===== src/rtl/pwm_deadtime_gen.sv =====
// pwm_deadtime_gen
//   Center-aligned PWM with complementary dead-time gate drive for one
//   half-bridge leg. A symmetric up/down carrier is compared against a
//   compare value. The compare value is a clamped copy of duty_in, taken
//   only at the carrier valley. The raw compare result drives a small FSM.
//   The FSM inserts DEADTIME both-off clocks at every hand-over between the
//   high-side and low-side devices. A synchronized external fault latches
//   and parks both devices off until it is cleared, and the leg restarts
//   only at the next valley.
//
// Ports
//   clk            system clock
//   rst            asynchronous active-low reset
//   en             modulator enable; 0 holds the carrier at 0 and idles the FSM
//   duty_in        signed duty command, clamped to [0, PERIOD] every clock
//   fault          asynchronous active-high fault input
//   fault_clr      synchronous request to clear the latched fault
//   pwm_h / pwm_l  registered high-side / low-side gate drives
//   carrier        current carrier count
//   sync           one-clock pulse following each valley (compare reload)
//   fault_latched  sticky fault flag
//
// FSM states
//   state    | meaning
//   ---------+----------------------------------------------------------
//   S_IDLE   | both devices off; waits for a valley sync with no fault
//   S_LOW    | low-side device on
//   S_DT_LH  | dead time, low-side already off, high-side not yet on
//   S_HIGH   | high-side device on
//   S_DT_HL  | dead time, high-side already off, low-side not yet on

module pwm_deadtime_gen #(
   parameter int DATA_W   = 32,
   parameter int CNT_W    = 16,
   parameter int PERIOD   = 1000,
   parameter int DEADTIME = 20
) (
   input  logic                     clk,
   input  logic                     rst,
   input  logic                     en,
   input  logic signed [DATA_W-1:0] duty_in,
   input  logic                     fault,
   input  logic                     fault_clr,
   output logic                     pwm_h,
   output logic                     pwm_l,
   output logic [CNT_W-1:0]         carrier,
   output logic                     sync,
   output logic                     fault_latched
);

   localparam logic [CNT_W-1:0]         PERIOD_C  = CNT_W'(PERIOD);
   localparam logic signed [DATA_W-1:0] PERIOD_SD = DATA_W'(PERIOD);

   localparam bit DT_EN     = (DEADTIME > 0);
   localparam int DT_W      = (DEADTIME > 0) ? $clog2(DEADTIME + 1) : 1;
   localparam int DT_LAST_I = (DEADTIME > 0) ? DEADTIME - 1 : 0;
   localparam logic [DT_W-1:0] DT_LAST = DT_LAST_I[DT_W-1:0];

   typedef enum logic [2:0] {
      S_IDLE  = 3'd0,
      S_LOW   = 3'd1,
      S_DT_LH = 3'd2,
      S_HIGH  = 3'd3,
      S_DT_HL = 3'd4
   } state_t;

   logic [CNT_W-1:0] carrier_q, carrier_d;
   logic             dir_up_q, dir_up_d;
   logic [CNT_W-1:0] cmp_q, cmp_d;
   logic             sync_q, sync_d;
   logic             fault_meta_q;
   logic             fault_sync_q;
   logic             fault_latched_q, fault_latched_d;
   state_t           state_q, state_d;
   logic [DT_W-1:0]  dt_cnt_q, dt_cnt_d;
   logic             pwm_h_q, pwm_h_d;
   logic             pwm_l_q, pwm_l_d;

   logic             valley;
   logic [CNT_W-1:0] duty_clamped;
   logic             raw;

   // Carrier: the direction flips on the clock that sits at a turning point,
   // so PERIOD and 0 are each visited once per 2*PERIOD clocks.
   always_comb begin
      dir_up_d  = dir_up_q;
      carrier_d = carrier_q;
      if (!en) begin
         dir_up_d  = 1'b1;
         carrier_d = '0;
      end else begin
         if (carrier_q == PERIOD_C) begin
            dir_up_d = 1'b0;
         end else if (carrier_q == '0) begin
            dir_up_d = 1'b1;
         end
         carrier_d = dir_up_d ? carrier_q + CNT_W'(1) : carrier_q - CNT_W'(1);
      end
   end

   always_comb begin
      duty_clamped = duty_in[CNT_W-1:0];
      if (duty_in[DATA_W-1]) begin
         duty_clamped = '0;
      end else if (duty_in > PERIOD_SD) begin
         duty_clamped = PERIOD_C;
      end
   end

   assign valley = en && (carrier_q == '0);

   // The compare value only moves at the valley, so a mid-period command
   // change cannot reshape the pulse already in progress.
   always_comb begin
      cmp_d  = valley ? duty_clamped : cmp_q;
      sync_d = valley;
   end

   // Full scale stays on through the peak clock as well.
   assign raw = (cmp_q == PERIOD_C) || (carrier_q < cmp_q);

   // A synchronized fault outranks a clear in the same clock.
   always_comb begin
      fault_latched_d = fault_latched_q;
      if (fault_sync_q) begin
         fault_latched_d = 1'b1;
      end else if (fault_clr) begin
         fault_latched_d = 1'b0;
      end
   end

   always_ff @(posedge clk or negedge rst) begin
      if (!rst) begin
         carrier_q       <= '0;
         dir_up_q        <= 1'b1;
         cmp_q           <= '0;
         sync_q          <= 1'b0;
         fault_meta_q    <= 1'b0;
         fault_sync_q    <= 1'b0;
         fault_latched_q <= 1'b0;
      end else begin
         carrier_q       <= carrier_d;
         dir_up_q        <= dir_up_d;
         cmp_q           <= cmp_d;
         sync_q          <= sync_d;
         fault_meta_q    <= fault;
         fault_sync_q    <= fault_meta_q;
         fault_latched_q <= fault_latched_d;
      end
   end

   // FSM state register. The gate drives are flops fed from the next state,
   // so they follow state_q without any decode glitches.
   always_ff @(posedge clk or negedge rst) begin
      if (!rst) begin
         state_q  <= S_IDLE;
         dt_cnt_q <= '0;
         pwm_h_q  <= 1'b0;
         pwm_l_q  <= 1'b0;
      end else begin
         state_q  <= state_d;
         dt_cnt_q <= dt_cnt_d;
         pwm_h_q  <= pwm_h_d;
         pwm_l_q  <= pwm_l_d;
      end
   end

   // FSM next state. A raw edge that reverts inside the dead-time window
   // returns to the device that was already on, so pulses shorter than
   // DEADTIME never reach the opposite device.
   always_comb begin
      state_d  = state_q;
      dt_cnt_d = dt_cnt_q;
      if (!en || fault_sync_q || fault_latched_q) begin
         state_d = S_IDLE;
      end else begin
         case (state_q)
            S_IDLE: begin
               if (sync_q) begin
                  state_d = S_LOW;
               end
            end
            S_LOW: begin
               if (raw) begin
                  if (DT_EN) begin
                     state_d  = S_DT_LH;
                     dt_cnt_d = '0;
                  end else begin
                     state_d = S_HIGH;
                  end
               end
            end
            S_DT_LH: begin
               if (!raw) begin
                  state_d = S_LOW;
               end else if (dt_cnt_q == DT_LAST) begin
                  state_d = S_HIGH;
               end else begin
                  dt_cnt_d = dt_cnt_q + DT_W'(1);
               end
            end
            S_HIGH: begin
               if (!raw) begin
                  if (DT_EN) begin
                     state_d  = S_DT_HL;
                     dt_cnt_d = '0;
                  end else begin
                     state_d = S_LOW;
                  end
               end
            end
            S_DT_HL: begin
               if (raw) begin
                  state_d = S_HIGH;
               end else if (dt_cnt_q == DT_LAST) begin
                  state_d = S_LOW;
               end else begin
                  dt_cnt_d = dt_cnt_q + DT_W'(1);
               end
            end
            default: begin
               state_d = S_IDLE;
            end
         endcase
      end
   end

   // FSM outputs: one-hot decode, so both drives can never be on together.
   always_comb begin
      pwm_h_d = (state_d == S_HIGH);
      pwm_l_d = (state_d == S_LOW);
   end

   assign pwm_h         = pwm_h_q;
   assign pwm_l         = pwm_l_q;
   assign carrier       = carrier_q;
   assign sync          = sync_q;
   assign fault_latched = fault_latched_q;

endmodule


===== config.mk =====
export PLATFORM = sky130hd
export DESIGN_NAME = pwm_deadtime_gen
export DESIGN_NICKNAME = d
export VERILOG_FILES = /design/src/rtl/pwm_deadtime_gen.sv
export SDC_FILE = /design/constraint.sdc
export NUM_CORES = 1
export LEC_CHECK = 0
export CAP_MARGIN = 5
export CORE_AREA = 2 2 79 81
export DETAILED_ROUTE_END_ITERATION = 7
export DIE_AREA = 0 0 81 83
export PLACE_DENSITY = 0.79
export SLEW_MARGIN = 20
export SYNTH_ARGS = -nofsm -noshare
export SYNTH_HDL_FRONTEND = slang
export SYNTH_SLANG_ARGS = --single-unit

===== constraint.sdc =====
create_clock -name clk -period 4.5 [get_ports clk]
set_input_delay 1.125 -clock clk [delete_from_list [all_inputs] [get_ports clk]]
set_output_delay 1.125 -clock clk [all_outputs]
set_load 0.05 [all_outputs]

==> reports/metrics.csv <==
stage,metric,value,unit
detailed_routing,drtPass1Iterations,4,
global_route,overflow,0,
timing,period_share,82.75,%
synthesis,syn_nets,392,
timing,grt_setup_unrepaired,no,
detailed_routing,vias,2701,
synthesis,synth.most_common_cell,dfrtp_1,
die,die_area,6723,um^2
synthesis,synth_top_area_share,38.53,%
die,rows,28,
power_and_ir_drop,powerDensity,252.5,nW/um^2
place,placedCellCount,450,
run,drv_cap,0,
synthesis,synthTopCellsByArea,"dfrtp_1 (39%), ha_1 (13%), nor2_1 (5.0%)",
clock_network,cts-root-buf,clkbuf_8,
min_path,hp-start,fault_meta_q,
timing,max_slew_margin,60.70,%
synthesis,yosysWarningCount,0,
timing,holdWs,0.3607,ns
critical_path,path_max_fanout,10,
clock_network,path_clk_slew,0.09,ns
timing,hold_viol,0,
critical_path,start_kind,flip-flop,
synthesis,ys.flop_type,dfrtp_1,
synthesis,ys_ff_latch,47,
die,die_h,83,um
synthesis,synthArstFlopShare,100.0,%
timing,setup_viol,0,
global_route,grt_max_degree,48,
critical_path,setup.worst_path.start,carrier[0],
timing,drv_slew,0,
detailed_routing,drcViolationCount,0,
critical_path,critical_path_required,4.72,ns
clock_network,cts_tree,done,
timing,tightestPinTransition,0.5895,ns
global_route,grt_pass1_wl,12030,um
timing,finalSetupTns,0,ns
place,port-buffer-count,56,
timing,timing.fmax,268.6,MHz
clock_network,cts_buffers,5,
cells_and_area,final_core_util,64.46,%
global_route,grt.total_usage,22.13,%
timing,layout_setup_ws,0.7764,ns
global_route,antenna_found_initial,0,
synthesis,yosysUniqueCellTypes,53,
critical_path,cp.arrival,3.94,ns
synthesis,yosysSeqAreaShare,39.41,%
cells_and_area,final_nets,450,
critical_path,rr_worst_depth,13,
critical_path,end_kind,flip-flop,
die,die_width,81,um
place,gp_congestion,0.9051,
synthesis,synth-edff-count,0,
min_path,hold_path_end,fault_sync_q,
clock_network,clock-sinks,47,
detailed_routing,finalWirelength,6921,um
critical_path,r2r_end,carrier[15],
cells_and_area,n_antenna_cell,0,
cells_and_area,post_layout_nonfiller_instances,458,
clock_network,cts.path.max_buffers,2,
clock_network,clock_latency,0.30,ns
die,core_area,5816,um^2
detailed_routing,drt_iter0_markers,162,
detailed_routing,wire_per_inst,15.11,um
min_path,min_path_type,reg2reg,
synthesis,netlist_area,2988,um^2
critical_path,r2r-start,carrier[0],
detailed_routing,drtAntennaViolNets,0,
global_route,grt_pass1_vias,2605,
cells_and_area,fillers,513,
cells_and_area,area_growth,25.46,%
die,io_pins,57,
synthesis,synth_area_per_cell,9.222,um^2
place,dpl_worst_slack,0.8298,ns
clock_network,htreeDepth,2,
synthesis,synthTopCellsByCount,"dfrtp_1 (46), nor2_1 (40), ha_1 (30), inv_1 (28), nand2_1 (20)",
clock_network,post-cts-setup-buffers,0,
synthesis,syn_inst,324,
critical_path,rrSetupSlack,0.78,ns
run_status,status,completed,
critical_path,path_class,reg2reg,
clock_network,hold_buffers,0,
synthesis,synth_top_cell_by_area,dfrtp_1,
clock_network,cts-resized-gates,0,
timing,period_needed,3.724,ns
die,initial_utilization,51.38,%
power_and_ir_drop,power.static_leakage,0.001670,uW
detailed_routing,routed_via_density,5.897,
power_and_ir_drop,ir_drop,0.0001331,V
timing,final.setup_skew,0.004870,ns
place,dp_hpwl,5462,um
cells_and_area,drive_above_1_share,6.005,%
min_path,hold_depth,0,
==> logic make-up (layout without fill, tap and decap cells) <==
group | Yosys count | after routing | share of synthesized area (%)
muxes | 2 | 2 | 0.7119
AOI/OAI and AO/OA | 78 | 78 | 19.05
DFF | 47 | 47 | 39.41
adders and majority gates | 31 | 31 | 13.23
and+or+nand+nor | 121 | 121 | 20.27
buffers and inverters | 35 | 94 | 4.397
xor gates and xnor gates | 10 | 10 | 2.931
==> per-layer routing <==
layer	routed length [um]	vias to the layer above	global-route usage [%]
met5	0	-	0
met4	83	0	5.855
met3	284	7	2.500
met2	3435	96	36.89
met1	3117	1297	30.27
li1	-	1301	-
==> sequential cells by signal (all words and copies together) (netlist names), 3 cells and up <==
register  flops
carrier      16
cmp_q        16
dt_cnt_q      5
state_q       3
==> how the worst max path moves through the flow <==
stage	depth (start not counted)	to	slack, ns
floorplan	11	carrier[14]	0.36
global placement	13	carrier[14]	1.06
detailed placement	13	carrier[14]	0.83
CTS	13	carrier[14]	0.81
global route	13	carrier[15]	0.47
finish	13	carrier[15]	0.78
==> placed cells by master (no fill, tap or decap), types with 3 or more instances in the layout <==
| master | Yosys | routed |
|---|---|---|
| a211oi_1 | 4 | 4 |
| a21o_1 | 5 | 5 |
| a21oi_1 | 13 | 13 |
| a221o_1 | 3 | 3 |
| a22o_1 | 4 | 4 |
| and3_1 | 4 | 4 |
| clkbuf_8 | 0 | 5 |
| clkdlybuf4s50_1 | 0 | 55 |
| dfrtp_1 | 46 | 46 |
| ha_1 | 30 | 30 |
| inv_1 | 28 | 28 |
| nand2_1 | 20 | 20 |
| nand3_1 | 6 | 6 |
| nand4_1 | 8 | 8 |
| nor2_1 | 40 | 40 |
| nor2b_1 | 6 | 6 |
| nor3_1 | 14 | 14 |
| nor4_1 | 10 | 10 |
| o21a_1 | 3 | 3 |
| o21ai_0 | 17 | 17 |
| o31ai_1 | 6 | 6 |
| xnor2_1 | 4 | 4 |
| xor2_1 | 6 | 6 |
==> metrics by stage <==
step	total power, uW	area (um^2)
2_1_floorplan	556.2	2988
3_3_place_gp	627.0	3630
3_5_place_dp	633.9	3630
4_1_cts	951.9	3746
5_1_grt	989.1	3749
6_report	946.6	3749
==> where the power goes <==
| group | total [uW] | switching, uW | internal [uW] |
|---|---|---|---|
| Sequential | 464 | 19.9 | 444 |
| Combinational | 160 | 87.3 | 72.8 |
| Clock | 322 | 154 | 169 |
| Total | 947 | 261 | 686 |
==> critical path, cell delays in order, from the launching register on <==
cell      delay [ns]
dfrtp_1         0.46
nor4_1          0.37
nand3_1         0.16
nor4_1          0.45
o32ai_2         0.27
buf_4           0.25
ha_1            0.31
o21ai_0         0.12
a221oi_1        0.32
a21oi_1         0.17
o21ai_0         0.30
nand4_1         0.16
and3_1          0.16
nor3_1          0.13
==> layout make-up <==
type,instances,area [um^2],share of cell area [%]
repair buffers,57,565.5,15.09
inverters,29,108.9,2.904
clock inverters,3,47.55,1.268
multi-input cells,242,1687,44.99
flip-flops and latches,47,1177,31.41
well taps,75,93.84,2.503
clock buffers,5,68.82,1.836
Note: power is estimated with default switching activity, not from simulation.
